[src/rtl/mem_arbiter.sv]
// Request scheduler between fetch / load-store buffer and the byte-serial memory controller.
// Optional fetch aging (anti-starvation) is enabled by defining MEM_ARB_AGING_EN.
module mem_arbiter #(
   parameter int AGE_LIMIT = 4
) (
   input  logic        clk,
   input  logic        rst,
   input  logic        rdy,
   input  logic        rollback,
   input  logic        if_req,
   input  logic [31:0] if_addr,
   output logic        if_done,
   output logic [31:0] if_data,
   input  logic        lsb_req,
   input  logic        lsb_wr,
   input  logic [31:0] lsb_addr,
   input  logic [2:0]  lsb_len,
   input  logic [31:0] lsb_wdata,
   output logic        lsb_done,
   output logic [31:0] lsb_rdata,
   output logic        mc_if_en,
   output logic [31:0] mc_if_pc,
   input  logic        mc_if_done,
   input  logic [31:0] mc_if_data,
   output logic        mc_lsb_en,
   output logic        mc_lsb_wr,
   output logic [31:0] mc_lsb_addr,
   output logic [2:0]  mc_lsb_len,
   output logic [31:0] mc_lsb_w_data,
   input  logic        mc_lsb_done,
   input  logic [31:0] mc_lsb_r_data
);

   if (AGE_LIMIT < 1 || AGE_LIMIT > 15) begin : g_bad_age_limit
      $error("mem_arbiter: AGE_LIMIT must be in 1..15");
   end

   typedef enum logic [2:0] {
      IDLE,
      BUSY_IF,
      BUSY_LD,
      BUSY_ST,
      DISCARD_IF,
      RESP
   } state_t;

   state_t      state_reg, state_next;
   logic        mc_if_en_reg, mc_if_en_next;
   logic [31:0] mc_if_pc_reg, mc_if_pc_next;
   logic        mc_lsb_en_reg, mc_lsb_en_next;
   logic        mc_lsb_wr_reg, mc_lsb_wr_next;
   logic [31:0] mc_lsb_addr_reg, mc_lsb_addr_next;
   logic [2:0]  mc_lsb_len_reg, mc_lsb_len_next;
   logic [31:0] mc_lsb_w_data_reg, mc_lsb_w_data_next;
   logic        if_done_reg, if_done_next;
   logic [31:0] if_data_reg, if_data_next;
   logic        lsb_done_reg, lsb_done_next;
   logic [31:0] lsb_rdata_reg, lsb_rdata_next;
   logic        force_if;

`ifdef MEM_ARB_AGING_EN
   logic [3:0]  age_reg, age_next;
   assign force_if = if_req && (age_reg == 4'(AGE_LIMIT));
`else
   assign force_if = 1'b0;
`endif

   // Load data arrives as raw bytes; anything above the requested length is cleared.
   function automatic logic [31:0] mask_len(input logic [31:0] d, input logic [2:0] len);
      case (len)
         3'd1:    mask_len = {24'h0, d[7:0]};
         3'd2:    mask_len = {16'h0, d[15:0]};
         default: mask_len = d;
      endcase
   endfunction

   always_ff @(posedge clk) begin
      if (rst) begin
         state_reg         <= IDLE;
         mc_if_en_reg      <= 1'b0;
         mc_if_pc_reg      <= '0;
         mc_lsb_en_reg     <= 1'b0;
         mc_lsb_wr_reg     <= 1'b0;
         mc_lsb_addr_reg   <= '0;
         mc_lsb_len_reg    <= '0;
         mc_lsb_w_data_reg <= '0;
         if_done_reg       <= 1'b0;
         if_data_reg       <= '0;
         lsb_done_reg      <= 1'b0;
         lsb_rdata_reg     <= '0;
`ifdef MEM_ARB_AGING_EN
         age_reg           <= '0;
`endif
      end else if (rdy) begin
         state_reg         <= state_next;
         mc_if_en_reg      <= mc_if_en_next;
         mc_if_pc_reg      <= mc_if_pc_next;
         mc_lsb_en_reg     <= mc_lsb_en_next;
         mc_lsb_wr_reg     <= mc_lsb_wr_next;
         mc_lsb_addr_reg   <= mc_lsb_addr_next;
         mc_lsb_len_reg    <= mc_lsb_len_next;
         mc_lsb_w_data_reg <= mc_lsb_w_data_next;
         if_done_reg       <= if_done_next;
         if_data_reg       <= if_data_next;
         lsb_done_reg      <= lsb_done_next;
         lsb_rdata_reg     <= lsb_rdata_next;
`ifdef MEM_ARB_AGING_EN
         age_reg           <= age_next;
`endif
      end
   end

   always_comb begin
      state_next         = state_reg;
      mc_if_en_next      = mc_if_en_reg;
      mc_if_pc_next      = mc_if_pc_reg;
      mc_lsb_en_next     = mc_lsb_en_reg;
      mc_lsb_wr_next     = mc_lsb_wr_reg;
      mc_lsb_addr_next   = mc_lsb_addr_reg;
      mc_lsb_len_next    = mc_lsb_len_reg;
      mc_lsb_w_data_next = mc_lsb_w_data_reg;
      if_done_next       = 1'b0;
      if_data_next       = if_data_reg;
      lsb_done_next      = 1'b0;
      lsb_rdata_next     = lsb_rdata_reg;
`ifdef MEM_ARB_AGING_EN
      age_next           = age_reg;
`endif

      case (state_reg)
         IDLE: begin
`ifdef MEM_ARB_AGING_EN
            if (!if_req) age_next = '0;
`endif
            if (!rollback) begin
               if (lsb_req && !force_if) begin
                  mc_lsb_en_next     = 1'b1;
                  mc_lsb_wr_next     = lsb_wr;
                  mc_lsb_addr_next   = lsb_addr;
                  mc_lsb_len_next    = lsb_len;
                  mc_lsb_w_data_next = lsb_wdata;
                  state_next         = lsb_wr ? BUSY_ST : BUSY_LD;
`ifdef MEM_ARB_AGING_EN
                  if (if_req) age_next = age_reg + 4'd1;
`endif
               end else if (if_req) begin
                  mc_if_en_next = 1'b1;
                  mc_if_pc_next = if_addr;
                  state_next    = BUSY_IF;
`ifdef MEM_ARB_AGING_EN
                  age_next      = '0;
`endif
               end
            end
         end
         BUSY_IF: begin
            // A flush coinciding with completion drops the word just like DISCARD_IF would.
            if (mc_if_done) begin
               mc_if_en_next = 1'b0;
               state_next    = RESP;
               if (!rollback) begin
                  if_data_next = mc_if_data;
                  if_done_next = 1'b1;
               end
            end else if (rollback) begin
               state_next = DISCARD_IF;
            end
         end
         BUSY_LD: begin
            if (rollback) begin
               mc_lsb_en_next = 1'b0;
               state_next     = IDLE;
            end else if (mc_lsb_done) begin
               mc_lsb_en_next = 1'b0;
               lsb_rdata_next = mask_len(mc_lsb_r_data, mc_lsb_len_reg);
               lsb_done_next  = 1'b1;
               state_next     = RESP;
            end
         end
         BUSY_ST: begin
            // Stores are architecturally committed, so rollback never touches them.
            if (mc_lsb_done) begin
               mc_lsb_en_next = 1'b0;
               lsb_done_next  = 1'b1;
               state_next     = RESP;
            end
         end
         DISCARD_IF: begin
            if (mc_if_done) begin
               mc_if_en_next = 1'b0;
               state_next    = RESP;
            end
         end
         RESP:    state_next = IDLE;
         default: state_next = IDLE;
      endcase
   end

   assign if_done       = if_done_reg;
   assign if_data       = if_data_reg;
   assign lsb_done      = lsb_done_reg;
   assign lsb_rdata     = lsb_rdata_reg;
   assign mc_if_en      = mc_if_en_reg;
   assign mc_if_pc      = mc_if_pc_reg;
   assign mc_lsb_en     = mc_lsb_en_reg;
   assign mc_lsb_wr     = mc_lsb_wr_reg;
   assign mc_lsb_addr   = mc_lsb_addr_reg;
   assign mc_lsb_len    = mc_lsb_len_reg;
   assign mc_lsb_w_data = mc_lsb_w_data_reg;

endmodule

[config.mk]
export PLATFORM = sky130hd
export DESIGN_NAME = mem_arbiter
export DESIGN_NICKNAME = d
export VERILOG_FILES = /design/src/rtl/mem_arbiter.sv
export SDC_FILE = /design/constraint.sdc
export NUM_CORES = 1
export LEC_CHECK = 0
export BUFFER_PORTS_ARGS = -buffer_cell sky130_fd_sc_hd__buf_2
export CAP_MARGIN = 20
export CORE_AREA = 2 2 134 136
export DETAILED_ROUTE_END_ITERATION = 10
export DIE_AREA = 0 0 136 138
export PLACE_DENSITY = 0.75
export SYNTH_ARGS = -nofsm -noshare
export SYNTH_HDL_FRONTEND = slang
export SYNTH_SLANG_ARGS = --single-unit
[constraint.sdc]
create_clock -name clk -period 2 [get_ports clk]
set_input_delay 0.4 -clock clk [delete_from_list [all_inputs] [get_ports clk]]
set_output_delay 0.4 -clock clk [all_outputs]
set_load 0.05 [all_outputs]
==> results.yml <==
global_routing:
  grt_pass1_wl_um: 29200
  grt_overflow: 0
  grt_usage_pct: 19.2
  grt_pass1_vias: 6032
  grt_max_degree: 89
  grt_antenna_before_repair: 0
cts:
  ctsResizeCount: 0
  cts_max_path_buffers: 2
  h-tree-depth: 4
  cts_setup_buffers: 0
  clkTransAtPathRegs_ps: 70
  cts_tree: "built"
  numCtsBuffers: 17
  root_buffer: "clkbuf_16"
  clock_sinks: 171
  clk_latency_ps: 430
  ctsHoldBuffers: 0
setup_path:
  startpoint_type: "register"
  slowest_stage: "or3b_1"
  crit_path_cell_trace: "or3b_1, or2_1, buf_12, a22oi_1, nor2_1"
  crit_type: "reg2reg"
  cp.arrival_ps: 1930
  cp.required_ps: 2290
  startpoint: "state_reg[2]"
  cp-end-kind: "register"
  crit_fanout: 32
  slowest_delay_ps: 430
  worstReg2RegStart: "state_reg[2]"
hold_path:
  min_from: "mc_if_data[9]"
  hp-class: "in2reg"
timing:
  tightest_slew_ps: 478
  worst_clock_skew_ps: 20.4
  fmax_mhz: 612
  min_period_over_period_pct: 81.7
  rsz0062_at_grt: "false"
  tns_ps: 0
  relSlewSlack_pct: 68.0
  slew_viol_final: 0
  finalWorstSetupSlack_ps: 367
  finalHoldViolations: 0
  setup_viol: 0
  min_period_ps: 1630
logic_synthesis:
  syn_nets: 942
  synthArstFlopShare_pct: 0
  synth_edf_count: 0
  synthTopCellsByArea: "dfxtp_1, nand2_1, a21oi_1, clkbuf_1, a22oi_2"
  avgSynthCellArea_um2: 8.12
  syn_area_um2: 6250
  synthesis.instances: 770
  yosys-top-cells-count: "nand2_1, dfxtp_1, a21oi_1"
  synth_top_area_share_pct: 54.7
  yosysMostFrequentCell: "nand2_1"
  yosysUniqueCellTypes: 38
  synth-seq-area-share_pct: 54.7
  ys_ff_latch: 171
  yosysTopAreaCell: "dfxtp_1"
  synthFlopType: "dfxtp_1"
  yosys_warnings: 0
final_layout:
  area_delta_synth_final_pct: 40.4
  nets: 1261
  antenna_cells: 0
  final.fill_count: 1748
  drive_gt1_share_pct: 37.6
floorplanning:
  ioPinCount: 340
  die-height_um: 138
  die-area_um2: 18800
  core_um2: 17500
  std_cell_rows: 49
  die_w_um: 136
  start_util_pct: 35.7
placed_design:
  io_buffers: 339
  place_hpwl_um: 13300
  dp_slack_ps: 195
  gp_congestion: 0.818
detailed_routing:
  met1Wirelength_um: 7840
  drtIter0Drc: 422
  wl_per_cell_um: 14.0
  ant_nets: 0
  vias_per_cell: 4.73
  num_vias: 6289
  drc: 0
  top_layer: "met4"
  first_pass_iters: 4
  wl_met3_um: 1490
  drt_wl_total_um: 18600
  dr_wl_met2_um: 8690
power:
  cellLeakagePower_nw: 3.94
  cellPowerDensity_nw_per_um2: 882
  peakVddDrop_v: 0.000541
flow_run:
  drv_cap: 0
status:
  outcome: "completed"
-- per-layer routing --
metal / track usage, % / up-vias
li1: - / 3149
met1: 23.1 / 2840
met2: 31.4 / 258
met3: 5.98 / 42
met4: 8.66 / 0
met5: 0 / -
-- final timing paths --
check,endpoint,slack (ps),cells past startpoint
min reg2reg,mc_if_pc[19],450,2
min,if_data[9],200,3
max,lsb_rdata[19],370,5
max reg2reg,lsb_rdata[19],370,5
-- power breakdown --
| group | leakage (nW) | switching, mW | internal [mW] |
|---|---|---|---|
| clock network | 0.258 | 1.39 | 1.69 |
| registers | 1.38 | 0.0547 | 3.51 |
| logic | 2.30 | 0.746 | 0.346 |
-- layout make-up --
type                            count  area [um^2]  area share, %
Timing Repair Buffer              358         1960           22.3
Inverter                            6         22.5          0.257
Clock buffer                       20          467           5.32
Sequential cell                   171         3420           39.0
Multi-Input combinational cell    535         2540           28.9
Tap cell                          229          287           3.26
Clock inverter                     11         86.3          0.983
-- cells in the final DEF, fill, tap and decap left out, types with 2 or more instances in the layout --
| cell | netlist | final |
|---|---|---|
| xor2_1 | 2 | 2 |
| inv_6 | 0 | 3 |
| o21ai_0 | 5 | 5 |
| nand3b_1 | 2 | 2 |
| and3_1 | 3 | 2 |
| clkinvlp_4 | 0 | 5 |
| nor2b_1 | 3 | 3 |
| a22oi_1 | 6 | 6 |
| nor2_1 | 21 | 21 |
| buf_2 | 18 | 338 |
| nor2_2 | 10 | 10 |
| inv_1 | 6 | 6 |
| buf_12 | 0 | 9 |
| clkinv_4 | 0 | 2 |
| clkbuf_8 | 0 | 3 |
| dfxtp_1 | 171 | 171 |
| a21oi_1 | 153 | 153 |
| buf_4 | 1 | 10 |
| nand2b_1 | 3 | 3 |
| nor3b_1 | 3 | 3 |
| clkbuf_16 | 0 | 17 |
| nand2_1 | 283 | 283 |
| nand3_1 | 6 | 5 |
| a22oi_2 | 10 | 10 |
| nor4b_1 | 9 | 9 |
-- stage by stage --
stage / std cells / power (mW) / utilization [%] / cell area, um^2 / hold slack [ps]
after CTS: 1330 / 7.83 / 50.1 / 8780 / 190
after detailed placement: 1299 / 4.74 / 46.9 / 8230 / 443
after global routing: 1330 / 8.08 / 50.1 / 8780 / 188
after global placement: 1299 / 4.72 / 46.9 / 8230 / 438
after floorplan: 770 / 4.33 / - / 6250 / 534
final: 1330 / 7.74 / 50.1 / 8780 / 204
-- logic make-up (layout without fill, tap and decap cells) --
group / Yosys count / in the layout / share of synthesized area [%]
simple gates: 350 / 350 / 23.4
buf+inv: 64 / 395 / 4.80
xor+xnor: 2 / 2 / 0.280
flops: 171 / 171 / 54.7
mux: 2 / 2 / 0.340
compound gates: 181 / 181 / 16.5
-- critical path, delay by kind of cell (launching register included) --
| kind | cells | cell delay [ps] |
|---|---|---|
| buf+inv | 1 | 180 |
| flops | 1 | 370 |
| compound gates | 1 | 200 |
| simple gates | 3 | 750 |
(Power assumes the default switching activity.)
